$ cat config.mk
export PLATFORM = sky130hd
export DESIGN_NAME = adc_sampler
export DESIGN_NICKNAME = d
export VERILOG_FILES = /design/src/rtl/adc_sampler.sv
export SDC_FILE = /design/constraint.sdc
export NUM_CORES = 1
export LEC_CHECK = 0
export CORE_ASPECT_RATIO = 2
export CORE_MARGIN = 2
export CORE_UTILIZATION = 56
export CTS_CLUSTER_DIAMETER = 50
export DETAILED_ROUTE_END_ITERATION = 16
export GPL_TIMING_DRIVEN = 0
export HOLD_SLACK_MARGIN = 0.02
export PLACE_DENSITY = 0.76
export SYNTH_ARGS = -nofsm -noshare
export SYNTH_HDL_FRONTEND = slang
export SYNTH_SLANG_ARGS = --single-unit
$ cat constraint.sdc
create_clock -name clk -period 3.2 [get_ports clk]
set_clock_uncertainty 0.2 [all_clocks]
set_input_delay 0.48 -clock clk [delete_from_list [all_inputs] [get_ports clk]]
set_output_delay 0.48 -clock clk [all_outputs]
set_load 0.02 [all_outputs]
$ cat src/rtl/adc_sampler.sv
// adc_sampler: periodic XADC conversion controller. Issues start-of-conversion
// pulses, guards each conversion with a watchdog, and averages 2^AVG_LOG2 results.
module adc_sampler #(
    parameter int unsigned SAMPLE_DIV = 100000,
    parameter int unsigned TIMEOUT    = 1024,
    parameter int unsigned AVG_LOG2   = 2
) (
    input  logic        clk,
    input  logic        rst,
    input  logic        enable,
    input  logic        clear_err,
    output logic        AdcSoc,
    input  logic        AdcEoc,
    input  logic [11:0] AdcData,
    output logic [11:0] sample_data,
    output logic        sample_valid,
    output logic        busy,
    output logic        timeout_err,
    output logic        overrun_err
);
    localparam int unsigned PER_W = $clog2(SAMPLE_DIV);
    localparam int unsigned WD_W  = (TIMEOUT > 1) ? $clog2(TIMEOUT) : 1;
    localparam int unsigned CNT_W = (AVG_LOG2 > 0) ? AVG_LOG2 : 1;
    localparam int unsigned ACC_W = 12 + AVG_LOG2;

    localparam logic [PER_W-1:0] PER_LAST = PER_W'(SAMPLE_DIV - 1);
    localparam logic [WD_W-1:0]  WD_LAST  = WD_W'(TIMEOUT - 1);
    localparam logic [CNT_W-1:0] CNT_LAST = CNT_W'((1 << AVG_LOG2) - 1);

    typedef enum logic [1:0] {
        IDLE,
        START,
        WAIT_EOC
    } state_t;

    state_t           state;
    logic [PER_W-1:0] per_cnt;
    logic [WD_W-1:0]  wd;
    logic [CNT_W-1:0] cnt;
    logic [ACC_W-1:0] acc;
    logic [ACC_W-1:0] sum;
    logic             tick;

    assign tick = enable && (per_cnt == PER_LAST);
    assign sum  = acc + ACC_W'(AdcData);

    always_ff @(posedge clk) begin
        if (rst || !enable) begin
            per_cnt <= '0;
        end else if (per_cnt == PER_LAST) begin
            per_cnt <= '0;
        end else begin
            per_cnt <= per_cnt + PER_W'(1);
        end
    end

    always_ff @(posedge clk) begin
        if (rst) begin
            state        <= IDLE;
            wd           <= '0;
            cnt          <= '0;
            acc          <= '0;
            AdcSoc       <= 1'b0;
            sample_data  <= '0;
            sample_valid <= 1'b0;
            busy         <= 1'b0;
            timeout_err  <= 1'b0;
            overrun_err  <= 1'b0;
        end else begin
            AdcSoc       <= 1'b0;
            sample_valid <= 1'b0;

            // Later assignments win, so a new error overrides clear_err in the same cycle.
            if (clear_err) begin
                timeout_err <= 1'b0;
                overrun_err <= 1'b0;
            end
            if (tick && state != IDLE) begin
                overrun_err <= 1'b1;
            end

            unique case (state)
                IDLE: begin
                    acc  <= '0;
                    cnt  <= '0;
                    busy <= 1'b0;
                    if (tick) begin
                        state  <= START;
                        AdcSoc <= 1'b1;
                        busy   <= 1'b1;
                    end
                end
                START: begin
                    wd    <= '0;
                    state <= WAIT_EOC;
                end
                WAIT_EOC: begin
                    wd <= wd + WD_W'(1);
                    // EOC is tested first so it wins over a watchdog expiring in the same cycle.
                    if (AdcEoc) begin
                        if (cnt == CNT_LAST) begin
                            sample_data  <= sum[ACC_W-1 -: 12];
                            sample_valid <= 1'b1;
                            busy         <= 1'b0;
                            state        <= IDLE;
                        end else begin
                            acc    <= sum;
                            cnt    <= cnt + CNT_W'(1);
                            AdcSoc <= 1'b1;
                            state  <= START;
                        end
                    end else if (wd == WD_LAST) begin
                        timeout_err <= 1'b1;
                        acc         <= '0;
                        cnt         <= '0;
                        busy        <= 1'b0;
                        state       <= IDLE;
                    end
                end
                default: begin
                    state <= IDLE;
                    busy  <= 1'b0;
                end
            endcase
        end
    end

endmodule

== Yosys cells after proc, flatten, opt, wreduce, memory -nomap -nowiden ==
Cells that the tools add are included.

* Register bits after elaboration: 62
* Input port bits: 17
* Output and inout bits: 17
* Logic and storage cells: 70

* Add/subtract/negate cells: 4
* Equality and inequality tests: 9
* Muxes and demuxes: 28
* Bitwise gates (word level): 3
* Reductions and logical operators: 15

{| class="wikitable"
|+ Operator list
! kind !! number
|-
| 14-bit two-way mux || 3
|-
| 14-bit one-hot mux with 2 select lines || 1
|-
| 10-bit one-hot mux with 2 select lines || 1
|-
| 17-bit by 1-bit adder with 17-bit output, second input constant || 1
|-
| 17-bit == test, second input constant || 1
|-
| 14-bit by 12-bit adder with 14-bit output || 1
|-
| 1-bit two-way mux || 14
|-
| 10-bit by 1-bit adder with 10-bit output, second input constant || 1
|-
| 10-bit == test, second input constant || 1
|-
| 2-bit two-way mux || 5
|-
| 3-bit != test, second input constant || 3
|-
| 3-bit AND reduction || 3
|-
| 2-bit nonzero test || 4
|-
| 2-bit one-hot mux with 3 select lines || 1
|-
| 2-bit == test, second input constant || 2
|-
| 2-bit one-hot mux with 2 select lines || 1
|-
| 1-bit NOT || 3
|-
| 1-bit one-hot mux with 3 select lines || 1
|-
| 3-bit OR reduction || 1
|-
| 2-bit by 1-bit adder with 2-bit output, second input constant || 1
|-
| 2-bit by 1-bit == test with 1-bit output, second input constant || 1
|-
| 1-bit logical AND || 2
|-
| 2-bit logical NOT || 1
|-
| 2-bit != test, second input constant || 1
|-
| 5 further kinds || 5
|}

== Longest topological paths before layout ==
Gate-level depths: netlist of run 1.

* Depth after elaboration: 4
* Depth in mapped cells: 10
* Depth with buffers taken out: 8

== Worst setup path before layout of run 1 ==
No wires, ideal clock.

* Path type: input port to flip-flop
* Start: input AdcData[0]
* End: register acc[8]
* Library setup time: 0.117 ns
* Data arrival time: 2.345 ns
* Data required time: 2.883 ns
* Setup slack: 0.538 ns
* Stages on the path: 7
* Buffers on the path: 0
* Cells stage by stage: ha_1 > fa_1 > a211oi_1 > o21bai_1 > a2111oi_0 > o21ai_0 > a32o_1

* Longest elaborated chain between the ends: 4

{| class="wikitable"
|+ Ends and longest elaborated chain
! what !! RTL line !! source
|-
| from (decl) || 14 || <nowiki>input logic [11:0] AdcData,</nowiki>
|-
| 14-bit by 12-bit adder with 14-bit output || 45 || <nowiki>assign sum = acc + ACC_W'(AdcData);</nowiki>
|-
| 14-bit two-way mux || 101 || <nowiki>if (cnt == CNT_LAST) begin</nowiki>
|-
| 14-bit two-way mux || 100 || <nowiki>if (AdcEoc) begin</nowiki>
|-
| 14-bit one-hot mux with 2 select lines || 82 || <nowiki>unique case (state)</nowiki>
|-
| to (signal assigned) || 107 || <nowiki>acc <= sum;</nowiki>
|-
| to (decl) || 40 || <nowiki>logic [ACC_W-1:0] acc;</nowiki>
|}

No other way between the ends. The select of a mux whose other input is x is not followed.
A chain may end at the register's enable or synchronous reset.

== Worst setup path in the final report of run 1 ==
Ends and elaborated chain as after synthesis.

==> impl_metrics.yaml, run 1 <==
synth:
  synth_common_cells: "62 x dfxtp_1, 51 x nor2_1, 34 x nand2_1, 26 x a21oi_1"
  synth_edf_count: 0
  synthDominantCellAreaShare: 0.4037
  synthFlopType: "dfxtp_1"
  synth-seq-cells: 62
  syn_area_per_cell_um2: 8.709
  yosysWarnings: 0
  synth_nets: 391
  synth_cell_types: 49
  yosys.area.top_type: "dfxtp_1"
  synth_seq_area_share: 0.4037
  syn-instance-count: 353
  mappedNetlistArea_um2: 3074
  synth-async-reset-ratio: 0
  yosys-top-cells-area: "dfxtp_1 40%, ha_1 8.1%, nor2_1 6.2%"
  synth_most_common_cell: "dfxtp_1"
setup_path:
  worst_r2r_endpoint: "acc[8]$_SDFFE_PP0P_"
  setup.worst_path.start_class: "input port"
  cp-end-kind: "register"
  critical_path_class: "input port to register"
  reg2regPathDepth: 7
  slowest_delay_ns: 0.54
  cp_num_buf_inv: 1
  cp_cell_sequence: "clkdlybuf4s50_1 -> ha_1 -> fa_1 -> a211oi_1 -> o21bai_1 -> a2111oi_0 -> o21ai_0 -> a32o_1"
  reg2reg_from: "acc[0]$_SDFFE_PP0P_"
  path_max_fanout: 3
  worstPathRequired_ns: 3.24
  crit_path_start: "AdcData[0]"
  rrSetupSlack_ns: 0.47
  critPathSlowestCell: "a2111oi_0"
  cp.arrival_ns: 3.02
  crit_family: "compound AO/OA/AOI/OAI gates"
clock_tree:
  cts-root-buf: "clkbuf_8"
  post_cts_buffers: 0
  post_cts_resized: 0
  cts-buffers-inserted: 9
  cts_buffer_depth: 2
  clock_latency_ns: 0.35
  cts_sinks: 62
  holdBufCountCts: 0
  htree_levels: 3
  tritoncts: "built"
  path_clk_slew_ns: 0.07
drt:
  firstDrtPassIters: 5
  drtIter0Drc: 70
  wirelength_um: 6679
  wl_met1_um: 2522
  route.detailed.drc: 0
  viasPerCell: 5.733
  met2_length_um: 3790
  postRouteAntennaNets: 0
  top_layer_used: "met4"
  wl_met3_um: 187
  num_vias: 2643
  wl_per_cell_um: 14.49
timing:
  worst_pin_slew_ns: 0.7083
  fin_crit_ns: 2.980
  setup-tns-final_ns: 0
  maxSlewViolCount: 0
  fmax_mhz: 335.6
  rsz0062_at_grt: "false"
  finalSetupViolations: 0
  period_share: 0.9313
  hold_viol_final: 0
  holdWs_ns: 0.2519
  relSlewSlack: 0.5261
  fin_ws_ns: 0.2199
die:
  coreArea_um2: 5373
  dieArea_um2: 6134
  io_pins: 34
  die_x_um: 56.39
  die_y_um: 108.8
  rows: 38
  initial_core_util: 0.5722
grt:
  grt_usage: 0.2412
  antenna_found_initial: 0
  grt_pass1_wl_um: 11470
  grt_pass1_vias: 2676
  grt_overflow_total: 0
  grt_max_degree: 11
worst_hold_path:
  min_delay_path_depth: 2
  min_from: "sample_data[3]$_SDFFE_PP0P_"
  min_to: "sample_data[3]$_SDFFE_PP0P_"
  hold_path.class: "register to register"
power:
  power_w: 0.001697
  power.leakage_nw: 1.485
  vdd_drop_max_uv: 492.4
  power_density_nw_per_um2: 456.3
final_layout:
  regArea_um2: 1241
  nets: 434
  multiInputGateArea_um2: 1747
  drive_gt1_frac: 0.07232
  antennaDiodeCount: 0
  stdcell_count: 461
  fillers: 461
  area_growth_pct: 20.96
flow_run:
  maxCapViolations: 0
placed_design:
  dp_hpwl_um: 4981
  dp_slack_ns: -0.06929
  port-buffer-count: 32
  placedCellCount: 445
  gp_congestion: 0.9344
run_status:
  status: "finished clean"
==> worst min-delay path, stage by stage, from the launching register on <==
cell     delay, ns
dfxtp_1       0.31
nand2_1       0.05
a21oi_1       0.05
==> sequential cells by signal, indices dropped and copies added, names as in the netlist, 2 cells and up <==
| register | flops |
|---|---|
| acc | 14 |
| cnt | 2 |
| per_cnt | 17 |
| wd | 10 |
| state | 2 |
| sample_data | 12 |
==> per-stage QoR <==
step	util	instance area [µm²]
after floorplan	-	3074
final	0.6921	3719
after global placement	0.6458	3470
after detailed placement	0.6458	3470
after CTS	0.6921	3719
after global routing	0.6921	3719
==> how the worst max path moves through the flow <==
stage / to / slack, ns / depth (start not counted)
after floorplan: acc[8]$_SDFFE_PP0P_ / 0.54 / 7
after global placement: acc[8]$_SDFFE_PP0P_ / -0.06 / 8
after detailed placement: acc[8]$_SDFFE_PP0P_ / -0.07 / 8
after CTS: acc[8]$_SDFFE_PP0P_ / 0.29 / 8
after global routing: acc[8]$_SDFFE_PP0P_ / 0.15 / 8
final: acc[8]$_SDFFE_PP0P_ / 0.22 / 8
==> placed cells by master (no fill, tap or decap), types with 3 or more instances in the layout <==
cell type,netlist,layout
dfxtp_1,62,62
nor2_1,51,51
nand2_1,34,34
clkdlybuf4s50_1,0,32
a21oi_1,26,26
xor2_1,20,20
ha_1,20,20
nand3_1,14,14
xnor2_1,12,12
clkbuf_8,0,11
inv_1,10,10
clkbuf_1,7,9
a21o_1,8,8
nand4_1,7,7
o21ai_0,7,7
a22oi_1,7,7
and3_1,6,6
a22o_1,5,5
nor3_1,4,4
nor3b_1,4,4
buf_2,3,3
or2_2,3,3
a31oi_1,3,3
o211ai_1,3,3
or3_1,3,3
o31ai_1,3,3
bufinv_16,0,3
==> cell type report <==
class | instances | share of cell area
Buffer | 12 | 0.01312
Clock buffer | 13 | 0.04273
Clock inverter | 3 | 0.02423
Inverter | 10 | 0.01009
Multi-Input combinational cell | 269 | 0.4697
Sequential cell | 62 | 0.3338
Tap cell | 60 | 0.02019
Timing Repair Buffer | 32 | 0.08614
==> metal layers <==
layer  up-vias  track usage
li1       1325            -
met1      1247       0.2278
met2        55       0.4563
met3        16      0.04745
met4         0       0.1599
met5         -            0
==> report_power, final <==
| part | total, W | internal, W | switching, W |
|---|---|---|---|
| combinational | 0.0000682 | 0.0000318 | 0.0000364 |
| clock | 0.000855 | 0.000561 | 0.000294 |
| sequential | 0.000774 | 0.000773 | 0.00000112 |
==> cells by family (layout without fill, tap and decap cells) <==
family | after synthesis | after routing | share of synthesized area
buffers and inverters | 22 | 70 | 0.02809
flip-flops | 62 | 62 | 0.4037
AO/OA/AOI/OAI | 71 | 71 | 0.1506
adder cells (fa/ha/maj) | 21 | 21 | 0.08791
XOR/XNOR | 32 | 32 | 0.09117
AND/OR/NAND/NOR | 143 | 143 | 0.2320
multiplexers | 2 | 2 | 0.006512
(Power assumes the default switching activity.)
==> run 2, diff against run 1 <==
--- a/config.mk
+++ b/config.mk
@@ -11,7 +11,7 @@
 export CTS_CLUSTER_DIAMETER = 50
 export DETAILED_ROUTE_END_ITERATION = 16
 export GPL_TIMING_DRIVEN = 0
-export HOLD_SLACK_MARGIN = 0.02
+export HOLD_SLACK_MARGIN = 0.06
 export PLACE_DENSITY = 0.76
 export SYNTH_ARGS = -nofsm -noshare
 export SYNTH_HDL_FRONTEND = slang
==> results of run 2 <==
Same layout as run 1: the final DEF is identical, and so are final timing and power.
